--- src/rtl/botoes_entrada_pkg.sv ---
// Shared definitions for the player-input front end: FSM state encoding,
// default button count and the width helper used for codes and counters.
package botoes_pkg;

    // Default number of buttons on the game board (power of two).
    localparam int N_BOTOES_PADRAO = 8;

    // Gesture FSM states, visible on db_estado for the HEX debug display.
    typedef enum logic [1:0] {
        LIVRE     = 2'd0,  // idle, waiting for a press
        SEGURANDO = 2'd1,  // at least one button held, gesture in progress
        PRONTO    = 2'd2,  // move available, waiting for the control unit
        BLOQUEADO = 2'd3   // acknowledged while held; wait for full release
    } estado_t;

    // Bits needed to hold values 0..valor-1, never less than one bit.
    function automatic int largura(input int valor);
        if (valor <= 2) begin
            return 1;
        end
        return $clog2(valor);
    endfunction

endpackage

--- src/rtl/botoes_entrada_debounce_bit.sv ---
// One-bit button conditioner: 2-FF synchroniser followed by a stability
// counter that only lets a level through once it has held for
// DEBOUNCE_CICLOS consecutive synchronised cycles.
module debounce_bit
    import botoes_pkg::*;
#(
    parameter int DEBOUNCE_CICLOS = 50000
) (
    input  logic clock,
    input  logic reset,
    input  logic bruto,
    output logic nivel
);

    localparam int              CW      = largura(DEBOUNCE_CICLOS);
    localparam logic [CW-1:0]   CNT_MAX = CW'(DEBOUNCE_CICLOS - 1);

    logic          sinc1_q;
    logic          sinc2_q;
    logic          nivel_q;
    logic          nivel_d;
    logic [CW-1:0] cnt_q;
    logic [CW-1:0] cnt_d;

    // Two flops bring the asynchronous button into the clock domain.
    always_ff @(posedge clock or negedge reset) begin
        if (!reset) begin
            sinc1_q <= 1'b0;
            sinc2_q <= 1'b0;
        end else begin
            sinc1_q <= bruto;
            sinc2_q <= sinc1_q;
        end
    end

    // Count cycles of disagreement; any agreement restarts the count, so
    // short glitches never flip the debounced level.
    always_comb begin
        nivel_d = nivel_q;
        cnt_d   = '0;
        if (sinc2_q != nivel_q) begin
            if (cnt_q == CNT_MAX) begin
                nivel_d = ~nivel_q;
            end else begin
                cnt_d = cnt_q + 1'b1;
            end
        end
    end

    // Register the counter and the debounced level.
    always_ff @(posedge clock or negedge reset) begin
        if (!reset) begin
            cnt_q   <= '0;
            nivel_q <= 1'b0;
        end else begin
            cnt_q   <= cnt_d;
            nivel_q <= nivel_d;
        end
    end

    assign nivel = nivel_q;

endmodule

--- src/rtl/botoes_entrada.sv ---
// Player-input front end for the memory/LED-matrix puzzle: debounces the
// buttons, validates a single press-and-release gesture and hands one
// encoded move to the control unit via a valid/consumed handshake.
module botoes_entrada
    import botoes_pkg::*;
#(
    parameter int N_BOTOES        = N_BOTOES_PADRAO,
    parameter int DEBOUNCE_CICLOS = 50000
) (
    input  logic                          clock,
    input  logic                          reset,
    input  logic [N_BOTOES-1:0]           botoes,
    input  logic                          consumido,
    output logic                          jogada_valida,
    output logic [largura(N_BOTOES)-1:0]  jogada_codigo,
    output logic [N_BOTOES-1:0]           jogada_vetor,
    output logic                          erro_multiplo,
    output logic [N_BOTOES-1:0]           db_botoes,
    output logic [1:0]                    db_estado
);

    localparam int CODW = largura(N_BOTOES);
    localparam int QW   = largura(N_BOTOES + 1);

    logic [N_BOTOES-1:0] db_nivel;
    logic [QW-1:0]       qtd;
    logic [CODW-1:0]     indice;

    estado_t             estado_q;
    logic                multiplo_q;
    logic [CODW-1:0]     idx_q;
    logic [N_BOTOES-1:0] onehot_q;
    logic                valida_q;
    logic [CODW-1:0]     codigo_q;
    logic [N_BOTOES-1:0] vetor_q;
    logic                erro_q;

    // One independent conditioner per button.
    generate
        for (genvar gi = 0; gi < N_BOTOES; gi++) begin : g_debounce
            debounce_bit #(
                .DEBOUNCE_CICLOS(DEBOUNCE_CICLOS)
            ) u_debounce (
                .clock(clock),
                .reset(reset),
                .bruto(botoes[gi]),
                .nivel(db_nivel[gi])
            );
        end
    endgenerate

    // Number of buttons currently held (debounced).
    always_comb begin
        qtd = '0;
        for (int i = 0; i < N_BOTOES; i++) begin
            qtd = qtd + QW'(db_nivel[i]);
        end
    end

    // Index of the held button; only meaningful when exactly one is held.
    always_comb begin
        indice = '0;
        for (int i = 0; i < N_BOTOES; i++) begin
            if (db_nivel[i]) begin
                indice = CODW'(i);
            end
        end
    end

    // Gesture FSM with registered move, error pulse and state outputs.
    always_ff @(posedge clock or negedge reset) begin
        if (!reset) begin
            estado_q   <= LIVRE;
            multiplo_q <= 1'b0;
            idx_q      <= '0;
            onehot_q   <= '0;
            valida_q   <= 1'b0;
            codigo_q   <= '0;
            vetor_q    <= '0;
            erro_q     <= 1'b0;
        end else begin
            erro_q <= 1'b0;
            case (estado_q)
                LIVRE: begin
                    if (qtd == QW'(1)) begin
                        estado_q   <= SEGURANDO;
                        idx_q      <= indice;
                        onehot_q   <= db_nivel;
                        multiplo_q <= 1'b0;
                    end else if (qtd >= QW'(2)) begin
                        estado_q   <= SEGURANDO;
                        multiplo_q <= 1'b1;
                    end
                end
                SEGURANDO: begin
                    if (qtd >= QW'(2)) begin
                        multiplo_q <= 1'b1;
                    end else if (qtd == '0) begin
                        if (multiplo_q) begin
                            // Chord detected at some point: drop the gesture.
                            estado_q <= LIVRE;
                            erro_q   <= 1'b1;
                        end else begin
                            estado_q <= PRONTO;
                            valida_q <= 1'b1;
                            codigo_q <= idx_q;
                            vetor_q  <= onehot_q;
                        end
                    end
                end
                PRONTO: begin
                    // Presses here are ignored; only the acknowledge matters.
                    if (consumido) begin
                        valida_q <= 1'b0;
                        codigo_q <= '0;
                        vetor_q  <= '0;
                        estado_q <= (qtd == '0) ? LIVRE : BLOQUEADO;
                    end
                end
                BLOQUEADO: begin
                    if (qtd == '0) begin
                        estado_q <= LIVRE;
                    end
                end
                default: begin
                    estado_q <= LIVRE;
                end
            endcase
        end
    end

    assign jogada_valida = valida_q;
    assign jogada_codigo = codigo_q;
    assign jogada_vetor  = vetor_q;
    assign erro_multiplo = erro_q;
    assign db_botoes     = db_nivel;
    assign db_estado     = estado_q;

endmodule

--- config.mk ---
export PLATFORM = sky130hd
export DESIGN_NAME = botoes_entrada
export DESIGN_NICKNAME = d
export VERILOG_FILES = /design/src/rtl/botoes_entrada_pkg.sv /design/src/rtl/botoes_entrada_debounce_bit.sv /design/src/rtl/botoes_entrada.sv
export SDC_FILE = /design/constraint.sdc
export NUM_CORES = 1
export LEC_CHECK = 0
export ABC_AREA = 1
export CAP_MARGIN = 25
export CORE_MARGIN = 4
export CORE_UTILIZATION = 35
export DETAILED_ROUTE_END_ITERATION = 12
export GPL_ROUTABILITY_DRIVEN = 1
export GPL_TIMING_DRIVEN = 0
export PLACE_DENSITY = 0.5
export SYNTH_ARGS = -nofsm -noshare
export SYNTH_HDL_FRONTEND = slang
export SYNTH_SLANG_ARGS = --single-unit
--- constraint.sdc ---
create_clock -name clock -period 3.2 [get_ports clock]
set_clock_uncertainty 0.05 [all_clocks]
set_input_delay 0.96 -clock clock [delete_from_list [all_inputs] [get_ports clock]]
set_output_delay 0.96 -clock clock [all_outputs]
set_load 0.02 [all_outputs]
==> qor.txt <==
cell mode on critical path - fa_1
Util after Layout - 0.415
LEAKAGE - 4.60 nW
Synth Register Bits - 179
initial core utilization - 0.354
Worst-Margin Slew - 0.894 ns
Nets - 1206
Seq/Total Area, Yosys - 0.488
Initial DRC Count - 380
Net Sw Frac - 0.258
Residual DRC - 0
Tcrit/Tclk final - 1.09
overall power - 4.87 mW
element type at the critical path start - register
clock power share - 0.439
Ys Warns - 0
Post-Syn Instances - 1114
I/O Pins - 34
Post-Place Cells - 1483
H-tree Lvls - 4
CTS Buf Count - 17
Final Max Tran Viols - 0
Post-Layout Cell Count - 1528
Power Density - 453 nW/um^2
Crit path largest cell delay - 0.51 ns
worst-path fanout max - 6
synth unique cells - 39
most common cell after layout, fill and taps aside - nor2_1
placement row count - 59
CTS tree - built
slew margin rel. - 0.400
clk buf depth - 2
Crit-path slowest cell - fa_1
DIE WIDTH - 170 um
chip height - 170 um
area of the core - 25900 sq um
pin count of the biggest net entering global routing - 114
first-pass GRT wire length - 34.3 mm
Worst Setup End Kind - register
syn_area_per_cell - 8.24 sq um
Antenna Cells - 0
placed cell areas - 9980 sq um
Worst Path Required - 3.47 ns
Detailed Routing Iterations Pass 1 - 5
hold slack - 0.301 ns
Final min period - 3.48 ns
hold violation count in the final report - 0
combinational share of power - 0.077
total of max-cap violations - 0
Int Pwr - 3.61 mW
Via-to-Cell Ratio - 4.59
setup TNS - -6.44 ns
syn_nets - 1140
Critical Path AT - 3.75 ns
NetSw - 1.25 mW
vias post-DR - 7008
share of layout cells above drive strength 1 - 0.148
Max Fclk - 287 MHz
RSZ-0062 raised after global routing - yes
GRT Util Overall - 0.145
maximum VDD drop - 0.000313 V
initial antenna violation count - 0
# setup viols final - 27
worst min path class - register to register
status - finished, violations left
average wire per standard cell - 12.6 um
hold_buf cts - 0
Die Footprint - 28900 sq um
Overflow after GRT - 0
Area Growth Syn to Fin - 17.1%
commonest non-fill, non-tap cells in the layout - nor2_1, nand2_1, dfrtp_1, inv_1, nand3_1
type of the worst setup path - register to register
number of global-route vias before repair - 6983
failing checks - setup timing
later-pin clock latency in the skew report - 0.43 ns
DP Wirelength - 13.7 mm
clk slew on worst S/H paths - 0.07 ns
Sequential Power Share - 0.484
CTS Sinks - 179
critical path, cell by cell - inv_4 -> fa_1 -> fa_1 -> fa_1 -> inv_1 -> ha_2 -> inv_2 -> fa_1 -> inv_2 -> nor2_4 -> nand2_2 -> nor2_4 -> inv_4 -> buf_4 -> nand2_1 -> o21ai_2
clock root buffer - clkbuf_16
gp weighted congestion - 0.873
port bufs - 33
Final WS setup - -0.280 ns
cell area after layout - 10700 sq um
Cell Area, Synth - 9180 sq um
drt total wl - 19.3 mm
post-route ant nets - 0
DP Worst Slack - -0.605 ns
-- power by group through the flow --
stage	Clock [mW]	Combinational [mW]	Sequential [mW]
after floorplan	0	0.208	2.40
after global placement	0	0.368	2.40
after detailed placement	0	0.371	2.40
after CTS	2.23	0.389	2.35
after global routing	2.34	0.425	2.36
final	2.14	0.376	2.36
-- per-layer routing --
metal | share of wire | global-route usage
met2 | 0.46 | 0.229
met5 | 0 | 0
met4 | 0.016 | 0.0455
met1 | 0.50 | 0.201
met3 | 0.029 | 0.0286
-- layout make-up --
cell class              instances  area, sq um
clock inverters                15          171
fillers                      2603        15200
plain buffers                  15          134
repair buffers                 47          464
multi-input cells             783         4140
clock buffers                  17          425
flip-flops and latches        179         4480
well taps                     335          419
inverters                     137          519
-- synthesized netlist by cell type (all sizes together) --
| cell | count | area (sq um) |
|---|---|---|
| nor2 | 233 | 922 |
| nand2 | 222 | 873 |
| dfrtp | 179 | 4480 |
| inv | 128 | 480 |
| nand3 | 79 | 405 |
| nor3 | 56 | 330 |
| xor2 | 51 | 447 |
| o21ai | 38 | 273 |
| a21oi | 26 | 130 |
| nand4 | 26 | 163 |
| buf | 14 | 109 |
| xnor2 | 12 | 128 |
| ha | 11 | 138 |
| clkinv | 9 | 33.8 |
| o21bai | 6 | 45.0 |
| nor3b | 5 | 42.5 |
| and3 | 4 | 25.0 |
| fa | 4 | 80.1 |
| or2 | 3 | 18.8 |
| nand3b | 2 | 15.0 |
| nor4 | 2 | 12.5 |
| a22o | 1 | 8.76 |
| and2 | 1 | 6.26 |
| clkbuf | 1 | 3.75 |
| o211ai | 1 | 7.51 |
-- worst paths after layout --
path                                                       start                            endpoint  slack, ns  depth (start not counted)
worst max-delay path              g_debounce[3].u_debounce.nivel                         onehot_q[1]      -0.28                         16
worst min-delay path            g_debounce[1].u_debounce.sinc1_q    g_debounce[1].u_debounce.sinc2_q       0.30                          0
worst max register to register    g_debounce[3].u_debounce.nivel                         onehot_q[1]      -0.28                         16
worst min register to register  g_debounce[1].u_debounce.sinc1_q    g_debounce[1].u_debounce.sinc2_q       0.30                          0
max in group asynchronous                                  reset  g_debounce[3].u_debounce.cnt_q[14]       1.70                          2
min in group asynchronous                                  reset  g_debounce[0].u_debounce.cnt_q[11]       0.42                          1
-- worst max-delay path, delay by kind of cell, from the launching register on --
kind	cells	cell delay, ns
fa+ha+maj	5	2.01
simple gates	4	0.41
flops	1	0.43
buf+inv	6	0.44
compound gates	1	0.05
-- logic make-up (layout without fill, tap and decap cells) --
group / Yosys count / count (layout) / share of synthesized area
and+or+nand+nor: 633 / 633 / 0.307
DFF: 179 / 179 / 0.488
buffers and inverters: 152 / 231 / 0.0683
AOI/OAI and AO/OA: 72 / 72 / 0.0506
xor gates and xnor gates: 63 / 63 / 0.0626
adders and majority gates: 15 / 15 / 0.0237
-- sequential cells by signal, summed over array words and instances, names as in the netlist, 2 cells and up --
name and cells:
g_debounce.u_debounce.sinc1_q 8, onehot_q 8, idx_q 3, jogada_vetor 8
g_debounce.u_debounce.sinc2_q 8, jogada_codigo 3, g_debounce.u_debounce.nivel 8, db_estado 2
g_debounce.u_debounce.cnt_q 128
-- repair_timing --
item / in CTS / in global routing
buffers inserted: 13 / 0
endpoints found under the setup margin: 27 / 27
gates resized for setup: 21 / 1
pin swaps: 9 / 2
Note: power is estimated with default switching activity, not from simulation.
